`src/rtl/imem_boot_loader.sv`:
```
// imem_boot_loader: streams a program into instruction memory, holds the
// core in reset while loading, releases it for a bounded or unbounded run,
// and parks in HALT until restarted.
module imem_boot_loader #(
  parameter int unsigned DATA_W          = 32,
  parameter int unsigned DEPTH           = 256,
  parameter int unsigned ADDR_W          = $clog2(DEPTH),
  parameter int unsigned CORE_RST_CYCLES = 2,
  parameter int unsigned RUN_CYCLES      = 0
) (
  input  logic              clk,
  input  logic              reset,
  input  logic              in_valid,
  output logic              in_ready,
  input  logic [DATA_W-1:0] in_data,
  input  logic              in_last,
  input  logic              halt_req,
  input  logic              restart,
  output logic              mem_we,
  output logic [ADDR_W-1:0] mem_addr,
  output logic [DATA_W-1:0] mem_wdata,
  output logic              core_reset,
  output logic              running,
  output logic              done,
  output logic              overflow,
  output logic [ADDR_W:0]   words_loaded,
  output logic [31:0]       run_count
);

  localparam int unsigned CNT_W = ADDR_W + 1;
  localparam int unsigned REL_W = (CORE_RST_CYCLES > 1) ? $clog2(CORE_RST_CYCLES) : 1;

  // Last writable slot; a non-final word landing here ends the load.
  localparam logic [CNT_W-1:0] LAST_SLOT = CNT_W'(DEPTH - 1);
  localparam logic [REL_W-1:0] REL_LAST  = REL_W'(CORE_RST_CYCLES - 1);
  localparam logic [31:0]      RUN_LAST  = 32'(RUN_CYCLES - 1);
  localparam bit               RUN_BOUND = (RUN_CYCLES != 0);

  typedef enum logic [1:0] {
    S_LOAD    = 2'd0,
    S_RELEASE = 2'd1,
    S_RUN     = 2'd2,
    S_HALT    = 2'd3
  } state_t;

  state_t            state;
  logic [REL_W-1:0]  rel_cnt;

  // Sequencer: state, write port, status flags and counters all update here.
  always_ff @(posedge clk) begin
    if (reset) begin
      state        <= S_LOAD;
      rel_cnt      <= '0;
      in_ready     <= 1'b1;
      mem_we       <= 1'b0;
      mem_addr     <= '0;
      mem_wdata    <= '0;
      core_reset   <= 1'b1;
      running      <= 1'b0;
      done         <= 1'b0;
      overflow     <= 1'b0;
      words_loaded <= '0;
      run_count    <= '0;
    end else begin
      mem_we <= 1'b0;
      unique case (state)
        S_LOAD: begin
          if (in_valid) begin
            mem_we       <= 1'b1;
            mem_addr     <= words_loaded[ADDR_W-1:0];
            mem_wdata    <= in_data;
            words_loaded <= words_loaded + CNT_W'(1);
            if (in_last || (words_loaded == LAST_SLOT)) begin
              state    <= S_RELEASE;
              in_ready <= 1'b0;
              rel_cnt  <= '0;
              // Only reachable without in_last when the memory filled up.
              overflow <= ~in_last;
            end
          end
        end
        S_RELEASE: begin
          if (rel_cnt == REL_LAST) begin
            state      <= S_RUN;
            core_reset <= 1'b0;
            running    <= 1'b1;
          end else begin
            rel_cnt <= rel_cnt + REL_W'(1);
          end
        end
        S_RUN: begin
          if (halt_req || (RUN_BOUND && (run_count == RUN_LAST))) begin
            state      <= S_HALT;
            running    <= 1'b0;
            done       <= 1'b1;
            core_reset <= 1'b1;
          end else if (run_count != '1) begin
            run_count <= run_count + 32'(1);
          end
        end
        S_HALT: begin
          if (restart) begin
            state        <= S_LOAD;
            in_ready     <= 1'b1;
            done         <= 1'b0;
            overflow     <= 1'b0;
            words_loaded <= '0;
            run_count    <= '0;
          end
        end
        default: state <= S_LOAD;
      endcase
    end
  end

endmodule

```
`config.mk`:
```
export PLATFORM = sky130hd
export DESIGN_NAME = imem_boot_loader
export DESIGN_NICKNAME = d
export VERILOG_FILES = /design/src/rtl/imem_boot_loader.sv
export SDC_FILE = /design/constraint.sdc
export NUM_CORES = 1
export LEC_CHECK = 0
export ABC_AREA = 1
export BUFFER_PORTS_ARGS = -buffer_cell sky130_fd_sc_hd__buf_2
export CAP_MARGIN = 5
export CORE_ASPECT_RATIO = 0.75
export CORE_MARGIN = 1
export CORE_UTILIZATION = 48
export CTS_CLUSTER_DIAMETER = 60
export DETAILED_ROUTE_END_ITERATION = 8
export PLACE_DENSITY_LB_ADDON = 0.08
export SETUP_SLACK_MARGIN = 0.15
export SLEW_MARGIN = 30
export SYNTH_ARGS = -nofsm -noshare
export SYNTH_HDL_FRONTEND = slang
export SYNTH_SLANG_ARGS = --single-unit
```
`constraint.sdc`:
```
create_clock -name clk -period 1.75 [get_ports clk]
set_input_delay 0 -clock clk [delete_from_list [all_inputs] [get_ports clk]]
set_output_delay 0 -clock clk [all_outputs]
set_load 0.01 [all_outputs]
```
Yosys cells after proc, flatten, opt, wreduce, memory -nomap -nowiden
Cells that the tools add are included.
Storage, ports and cells
  register bits: 90
  word-level logic and storage cells: 75
  bits of input ports: 38
Operators by class
  multiplexer cells: 31
  bitwise operators: 2
  reduce and logical (&&, ||, !) cells: 15
  eq/ne operators: 12
  add/sub/neg operators: 3
Operator list (count)
  $mux 32: 3
  $pmux 32 s2: 1
  $add 32x1->32 const B: 1
  $ne 32x32->1 const B: 1
  $mux 9: 2
  $pmux 9 s2: 1
  $ne 2x2->1 const B: 7
  $mux 1: 12
  $pmux 1 s2: 6
  $reduce_and 3->1: 4
  $mux 2: 5
  $add 9x1->9 const B: 1
  $eq 9x8->1 const B: 1
  $pmux 2 s4: 1
  $reduce_and 4->1: 2
  $reduce_bool 2->1: 4
  $reduce_and 5->1: 1
  $eq 2x2->1 const B: 2
  $eq 2x1->1 const B: 1
  $logic_not 2->1: 1
  $not 1->1: 2
  $reduce_and 2->1: 1
  $reduce_or 2->1: 1
  $add 1x1->1 const B: 1
  $logic_or 1x1->1: 1

Depth between registers and ports, before layout
Gate-level depths: netlist (run 1).
  depth in word-level cells: 5
  depth in mapped cells: 13
  mapped depth without buffers: 13

Least setup slack after synthesis (run 1)
No wires, ideal clock.
  path type: register to register
  from: register words_loaded[1]
  to: register state[1]
  clock period less this slack: 1.872 ns
  path buffers: 0
  setup slack: -0.122 ns
  stages on the path, launching flop included: 14
  arrival: 1.752 ns
  required time: 1.631 ns
  cell sequence: dfxtp_1 -> ha_1 -> nand2_1 -> nor3_1 -> inv_1 -> nor2_1 -> ha_1 -> nor2_1 -> nand2_1 -> inv_1 -> nor3_1 -> inv_1 -> o21ai_0 -> a21oi_1
Between the ends
  longest elaborated chain between the ends: 4
Ends and longest elaborated chain
  start: declaration: line 26  | output logic [ADDR_W:0] words_loaded,
  start signal: assignment: line 72  | words_loaded <= words_loaded + CNT_W'(1);
  $eq 9x8->1: line 73  | if (in_last || (words_loaded == LAST_SLOT)) begin
  $logic_or 1x1->1: line 73
  $ne 2x2->1 (no source line)
  $reduce_and 5->1 (no source line)
  end signal: assignment: line 74  | state <= S_RELEASE;
  end signal: assignment: line 84  | state <= S_RUN;
  end signal: assignment: line 93  | state <= S_HALT;
  end: declaration: line 46  | state_t state;
No other way between the ends.
A chain may end at the register's enable or synchronous reset.

Worst setup path after layout (run 1)
  from: register words_loaded[0]
  to: register words_loaded[6]
Between the ends
  longest elaborated chain between the ends: 3
Ends and longest elaborated chain
  $add 9x1->9: line 72
  $mux 9: line 68  | if (in_valid) begin
  $pmux 9 s2: line 66  | unique case (state)
No other way between the ends. The select of a mux whose other input is x is not followed.

==> impl_metrics.env, run 1 <==
export IMPL_outcome="finished, violations left"
export IMPL_violations="setup timing"
export IMPL_min_path_type="in -> reg"
export IMPL_cts_max_path_buffers=2
export IMPL_slowest_delay_ns=0.37
export IMPL_peakVddDrop_uv=737
export IMPL_area_growth_pct=53.3
export IMPL_syn_area_per_cell_um2=6.41
export IMPL_place_ws_ns=-0.0211
export IMPL_dieWidth_um=115
export IMPL_worst_slack_ns=-0.0758
export IMPL_worst_slew_pin_slew_ns=0.376
export IMPL_placed_cells=978
export IMPL_synthMuxAreaShare=0
export IMPL_synth_simple_area_share=0.372
export IMPL_rr_startpoint="words_loaded[0]"
export IMPL_rows=30
export IMPL_p_per_area_nw_per_um2=1300
export IMPL_cts_root_buf="clkbuf_16"
export IMPL_grt_ovfl_total=0
export IMPL_setup_viol=27
export IMPL_fmax_mhz=548
export IMPL_path_common_cell="buf_4"
export IMPL_rrSetupSlack_ns=-0.08
export IMPL_drt_wl_total_mm=15.7
export IMPL_globalplace_congestion=0.882
export IMPL_ys_ff_latch=90
export IMPL_yosysWarnings=0
export IMPL_floorplan_initialDensity=0.499
export IMPL_hold_depth=2
export IMPL_grt_pass1_vias=4654
export IMPL_fin_skew_ns=0.00512
export IMPL_p_total_mw=9.11
export IMPL_r2r_cells=12
export IMPL_worstPathMaxFanout=2
export IMPL_hpwl_mm=9.22
export IMPL_p_leak_nw=3.39
export IMPL_track_usage=0.283
export IMPL_core_area_um2=9160
export IMPL_synthFlopType="dfxtp_1"
export IMPL_detail_route_antenna_nets=0
export IMPL_cp_buffers_inverters=7
export IMPL_fin_tns_setup_ns=-0.822
export IMPL_insertion_delay_ns=0.35
export IMPL_synth_nets=758
export IMPL_num_vias=5575
export IMPL_yosysUniqueCellTypes=29
export IMPL_post_drt_wl_per_cell_um=14.8
export IMPL_min_period_ns=1.83
export IMPL_ys_seq_area_frac=0.394
export IMPL_synth_edf_count=0
export IMPL_synth_compound_area_share=0.113
export IMPL_drt_iter0_markers=460
export IMPL_h_tree_depth=3
export IMPL_antenna_found_initial=0
export IMPL_hp_start="reset"
export IMPL_synth_xor_area_frac=0.00192
export IMPL_r2r_end="words_loaded[6]"
export IMPL_path_delay_family="buffers and inverters"
export IMPL_fill_cells=676
export IMPL_hold_viol=0
export IMPL_drive_above_1_share=0.365
export IMPL_path_class="reg -> reg"
export IMPL_fp_dieH_um=86.5
export IMPL_clk_pin_slew_ns=0.07
export IMPL_io_pin_count=125
export IMPL_path_cells="ha_4, nand2_4, nor3_4, inv_2, buf_4, buf_4, buf_4, buf_4, buf_4, buf_4, nor3_2, nor3_1"
export IMPL_fin_cells=1063
export IMPL_cts_buffers=9
export IMPL_cts_tree="done"
export IMPL_fin_util=0.765
export IMPL_synth_top_family_by_area="simple AND/OR/NAND/NOR gates"
export IMPL_vias_per_cell=5.24
export IMPL_fin_crit_sh=1.04
export IMPL_cp_required_ns=1.99
export IMPL_synth_adder_area_share=0.0192
export IMPL_syn_area_um2=4570
export IMPL_dieArea_um2=9920
export IMPL_post_route_drc_count=0
export IMPL_final_nets=975
export IMPL_maxSlewHeadroom=0.748
export IMPL_numPortBuffers=124
export IMPL_drv_slew=0
export IMPL_slowest_stage="dfxtp_4"
export IMPL_multi_input_area_um2=2710
export IMPL_worstPathArrival_ns=2.06
export IMPL_cts_num_sinks=90
export IMPL_cp_start_kind="flip-flop"
export IMPL_antenna_cells=0
export IMPL_endpoint_kind="flip-flop"
export IMPL_firstDrtPassIters=5
export IMPL_grt_pass1_wl_mm=22.2
export IMPL_async_flop_share=0
export IMPL_rsz0062_at_grt="yes"
export IMPL_holdPathEnd="mem_we"
export IMPL_regArea_um2=1830
export IMPL_maxCapViolCount=0
export IMPL_synth_cells=713
export IMPL_grt_max_degree=66
-- registers in the layout, indices dropped and copies added, names as in the netlist, 2 cells and up --
register,cells
mem_addr,8
mem_wdata,32
run_count,32
state,2
words_loaded,9
-- through the flow --
stage          instance area [um^2]  hold slack (ns)
2_1_floorplan                  4630           0.0687
3_3_place_gp                   5590            0.248
3_5_place_dp                   5590            0.257
4_1_cts                        6370           0.0264
5_1_grt                        7000           0.0450
6_report                       7000           0.0345
-- cell usage in the layout (no fill, tap or decap), drive strengths merged, types with 3 or more instances in the layout --
| cell type | instances |
|---|---|
| nand2 | 182 |
| clkbuf | 13 |
| nand3 | 54 |
| nor2 | 153 |
| ha | 7 |
| a21oi | 33 |
| clkinv | 3 |
| inv | 92 |
| dlygate4sd3 | 33 |
| dfxtp | 90 |
| o21bai | 3 |
| buf | 193 |
| o21ai | 61 |
| nor3 | 6 |
-- final cells by class --
cell class / count / share of cell area
Multi-Input combinational cell: 509 / 0.387
Clock inverter: 6 / 0.00679
Timing Repair Buffer: 229 / 0.235
Clock buffer: 10 / 0.0327
Inverter: 89 / 0.0507
Sequential cell: 90 / 0.262
Timing Repair inverter: 2 / 0.00286
Tap cell: 128 / 0.0229
-- logic make-up (layout without fill, tap and decap cells) --
logic type	count (synthesis)	after routing
AO/OA/AOI/OAI	100	100
XOR/XNOR	1	1
adder cells (fa/ha/maj)	7	7
buffers and inverters	114	336
flip-flops	90	90
AND/OR/NAND/NOR	401	401
-- synth_stat cells (4+ instances only) --
master | n | area [um^2]
nand2_1 | 177 | 664
nor2_1 | 135 | 507
dfxtp_1 | 90 | 1800
inv_1 | 85 | 319
o21ai_0 | 56 | 280
nand3_1 | 53 | 265
a21oi_1 | 33 | 165
clkbuf_1 | 17 | 63.8
nor2_2 | 16 | 100
ha_1 | 7 | 87.6
nor3_1 | 6 | 30.0
o21ai_1 | 5 | 25.0
buf_2 | 4 | 20.0
-- power breakdown --
| group | switching, mW | leakage [nW] | total [mW] | internal [mW] |
|---|---|---|---|---|
| Sequential | 0.403 | 0.746 | 3.04 | 2.64 |
| Clock | 0.867 | 0.130 | 1.85 | 0.980 |
| Combinational | 2.43 | 2.52 | 4.22 | 1.80 |
| Total | 3.70 | 3.39 | 9.11 | 5.41 |
-- metal layers --
layer  GRT usage  wire length [um]  up-vias  share of wire
met1       0.392              6620     2552           0.42
met3      0.0503              1350       55          0.086
met2       0.447              7360      298           0.47
met4      0.0956               415        0          0.026
li1            -                 -     2670              -
met5           0                 0        -              0
-- worst register-to-register path, cell delays in order, from the launching register on --
cell     delay [ns]
dfxtp_4        0.37
ha_4           0.16
nand2_4        0.05
nor3_4         0.15
inv_2          0.07
buf_4          0.14
buf_4          0.12
buf_4          0.12
buf_4          0.13
buf_4          0.12
buf_4          0.13
nor3_2         0.10
nor3_1         0.06
-- worst max path at each step --
stage / start / to / slack, ns / cells after the start
6_report: words_loaded[0] / words_loaded[6] / -0.08 / 12
5_1_grt: words_loaded[0] / state[1] / -0.14 / 13
4_1_cts: words_loaded[0] / state[1] / 0.006 / 13
3_5_place_dp: words_loaded[0] / state[1] / -0.02 / 13
3_3_place_gp: state[0] / run_count[7] / 0.05 / 9
2_1_floorplan: words_loaded[0] / state[1] / 0.13 / 13
-- timing repair --
action / in CTS / in global routing
hold buffers: 33 / 0
setup endpoints to repair: 44 / 85
gates cloned: 0 / 5
resized for setup: 19 / 133
hold endpoints to repair: 33 / 0
pin swaps: 5 / 37
setup buffers: 17 / 14
Note: power is estimated with default switching activity, not from simulation.
==> run 2: changes to the inputs <==
CORE_UTILIZATION = 50   (was 48)
clock period = 1.7 ns   (was 1.75 ns; I/O delays follow)
==> run 2 against run 1 <==
Compared with the run above:
- the run still ends with setup timing left
- worst hold slack got worse by 0.013 ns
- count of clock-buffer cells in the layout down 1
- critical path depth decreased by 1
- routed wire length up 44%
- via count up 18%
- critical path type unchanged
- highest routed layer unchanged
==> impl_metrics.env, run 2 (same netlist as run 1, synthesis figures left out) <==
export IMPL_p_per_area_nw_per_um2=1410
export IMPL_h_tree_depth=3
export IMPL_drv_slew=0
export IMPL_place_ws_ns=-0.0903
export IMPL_insertion_delay_ns=0.36
export IMPL_dieArea_um2=9530
export IMPL_cts_num_sinks=90
export IMPL_top_regs="mem_wdata (32), run_count (32), words_loaded (9)"
export IMPL_path_delay_family="simple AND/OR/NAND/NOR gates"
export IMPL_rows=29
export IMPL_rr_startpoint="run_count[12]"
export IMPL_cp_start_kind="flip-flop"
export IMPL_antenna_cells=0
export IMPL_clk_pin_slew_ns=0.07
export IMPL_antenna_found_initial=0
export IMPL_path_class="reg -> reg"
export IMPL_track_usage=0.378
export IMPL_grt_max_degree=52
export IMPL_drive_above_1_share=0.453
export IMPL_worst_slack_ns=-0.257
export IMPL_path_cells="nand2_1, nor2_2, nand2_2, nor2_8, nand3_4, buf_12, buf_12, nand3b_1, nand2_1, inv_2, nor2_2"
export IMPL_grt_ovfl_total=0
export IMPL_drt_iter0_markers=876
export IMPL_detail_route_antenna_nets=0
export IMPL_violations="setup timing"
export IMPL_min_period_ns=1.96
export IMPL_numPortBuffers=124
export IMPL_worstPathMaxFanout=5
export IMPL_final_common_cell="buf_2"
export IMPL_dieWidth_um=112
export IMPL_rsz0062_at_grt="yes"
export IMPL_outcome="finished, violations left"
export IMPL_floorplan_initialDensity=0.527
export IMPL_setup_worst_path_start="run_count[12]"
export IMPL_vias_per_cell=6.14
export IMPL_grt_pass1_wl_mm=28.2
export IMPL_firstDrtPassIters=7
export IMPL_slowest_delay_ns=0.41
export IMPL_core_area_um2=8670
export IMPL_hp_start="halt_req"
export IMPL_cts_max_path_buffers=2
export IMPL_hold_viol=0
export IMPL_setup_viol=45
export IMPL_place_area_um2=5710
export IMPL_grt_pass1_vias=5726
export IMPL_post_drt_wl_per_cell_um=21.1
export IMPL_final_nets=1005
export IMPL_fin_skew_ns=0.00950
export IMPL_slowest_stage="dfxtp_1"
export IMPL_peakVddDrop_uv=1010
export IMPL_globalplace_congestion=0.916
export IMPL_fill_cells=373
export IMPL_cts_root_buf="clkbuf_16"
export IMPL_drt_wl_total_mm=22.6
export IMPL_p_leak_nw=3.70
export IMPL_cp_required_ns=1.96
export IMPL_worstPathArrival_ns=2.22
export IMPL_post_route_drc_count=0
export IMPL_hpwl_mm=9.68
export IMPL_io_pin_count=125
export IMPL_cp_buffers_inverters=3
export IMPL_area_growth_pct=69.9
export IMPL_fin_crit_sh=1.15
export IMPL_cts_buffers=9
export IMPL_worst_slew_pin_slew_ns=0.535
export IMPL_maxSlewHeadroom=0.643
export IMPL_num_vias=6592
export IMPL_endpoint_kind="flip-flop"
export IMPL_min_path_type="in -> reg"
export IMPL_rrSetupSlack_ns=-0.26
export IMPL_fmax_mhz=511
export IMPL_layout_common_cells="124 x buf_2, 116 x nor2_1, 107 x nand2_1"
export IMPL_cts_tree="done"
export IMPL_fp_dieH_um=84.8
export IMPL_fin_area_um2=7760
export IMPL_maxCapViolCount=0
[run 2: changes by cell type in the layout (fill, tap and decap cells not counted), moves of 12 or more]
cell / change
buf_4: +14
inv_2: +12
nand2_1: -21
nand2_4: +13
nand3_1: -14
[run 2: cell type report]
class	count	area (um^2)	share of cell area
sequential	90	1830	0.236
timing repair inverter	3	48.8	0.00629
clock inverter	7	67.6	0.00870
tap	108	135	0.0174
timing repair buffer	258	2060	0.265
clock buffer	9	225	0.0290
multi-input combinational	509	3030	0.391
inverter	89	362	0.0466
[run 2: power by group]
part	switching [mW]	internal, mW
Sequential	0.497	2.72
Clock	0.913	1.14
Combinational	3.24	2.40
[run 2: path summary, 6_finish.rpt]
check                       to  cells after the start
setup / recovery  run_count[7]                     11
hold reg to reg   mem_wdata[4]                      2
setup reg to reg  run_count[7]                     11
hold / removal            done                      5
[run 2: worst min-delay path, cell delays in order]
cell and delay [ns]:
buf_2 0.12, nand2_2 0.07, inv_2 0.04, nand2_1 0.05
a21oi_1 0.05
[run 2: repair_timing]
action,CTS,global route
setup buffers,29,8
pin swaps,50,43
resized for setup,148,112
setup endpoints to repair,54,88
gates cloned,9,5
endpoints found under the hold margin,33,0
hold buffers,33,0
[run 2: through the flow]
step / TNS, ns / instances / util / hold slack (ns) / total power, mW
floorplan: 0 / 713 / - / 0.0687 / 5.11
detailed placement: -0.601 / 973 / 0.658 / 0.257 / 6.37
finish: -6.71 / 1073 / 0.895 / 0.0219 / 10.9
global placement: 0 / 973 / 0.658 / 0.248 / 6.21
global route: -7.71 / 1073 / 0.895 / 0.0306 / 11.3
CTS: -0.213 / 1060 / 0.837 / 0.0387 / 9.61
[run 2: layer usage]
| metal | up-vias | track usage | part of all wire |
|---|---|---|---|
| li1 | 2730 | - | - |
| met1 | 2987 | 0.466 | 0.36 |
| met2 | 667 | 0.613 | 0.44 |
| met3 | 208 | 0.110 | 0.13 |
| met4 | 0 | 0.178 | 0.072 |
| met5 | - | 0 | 0 |
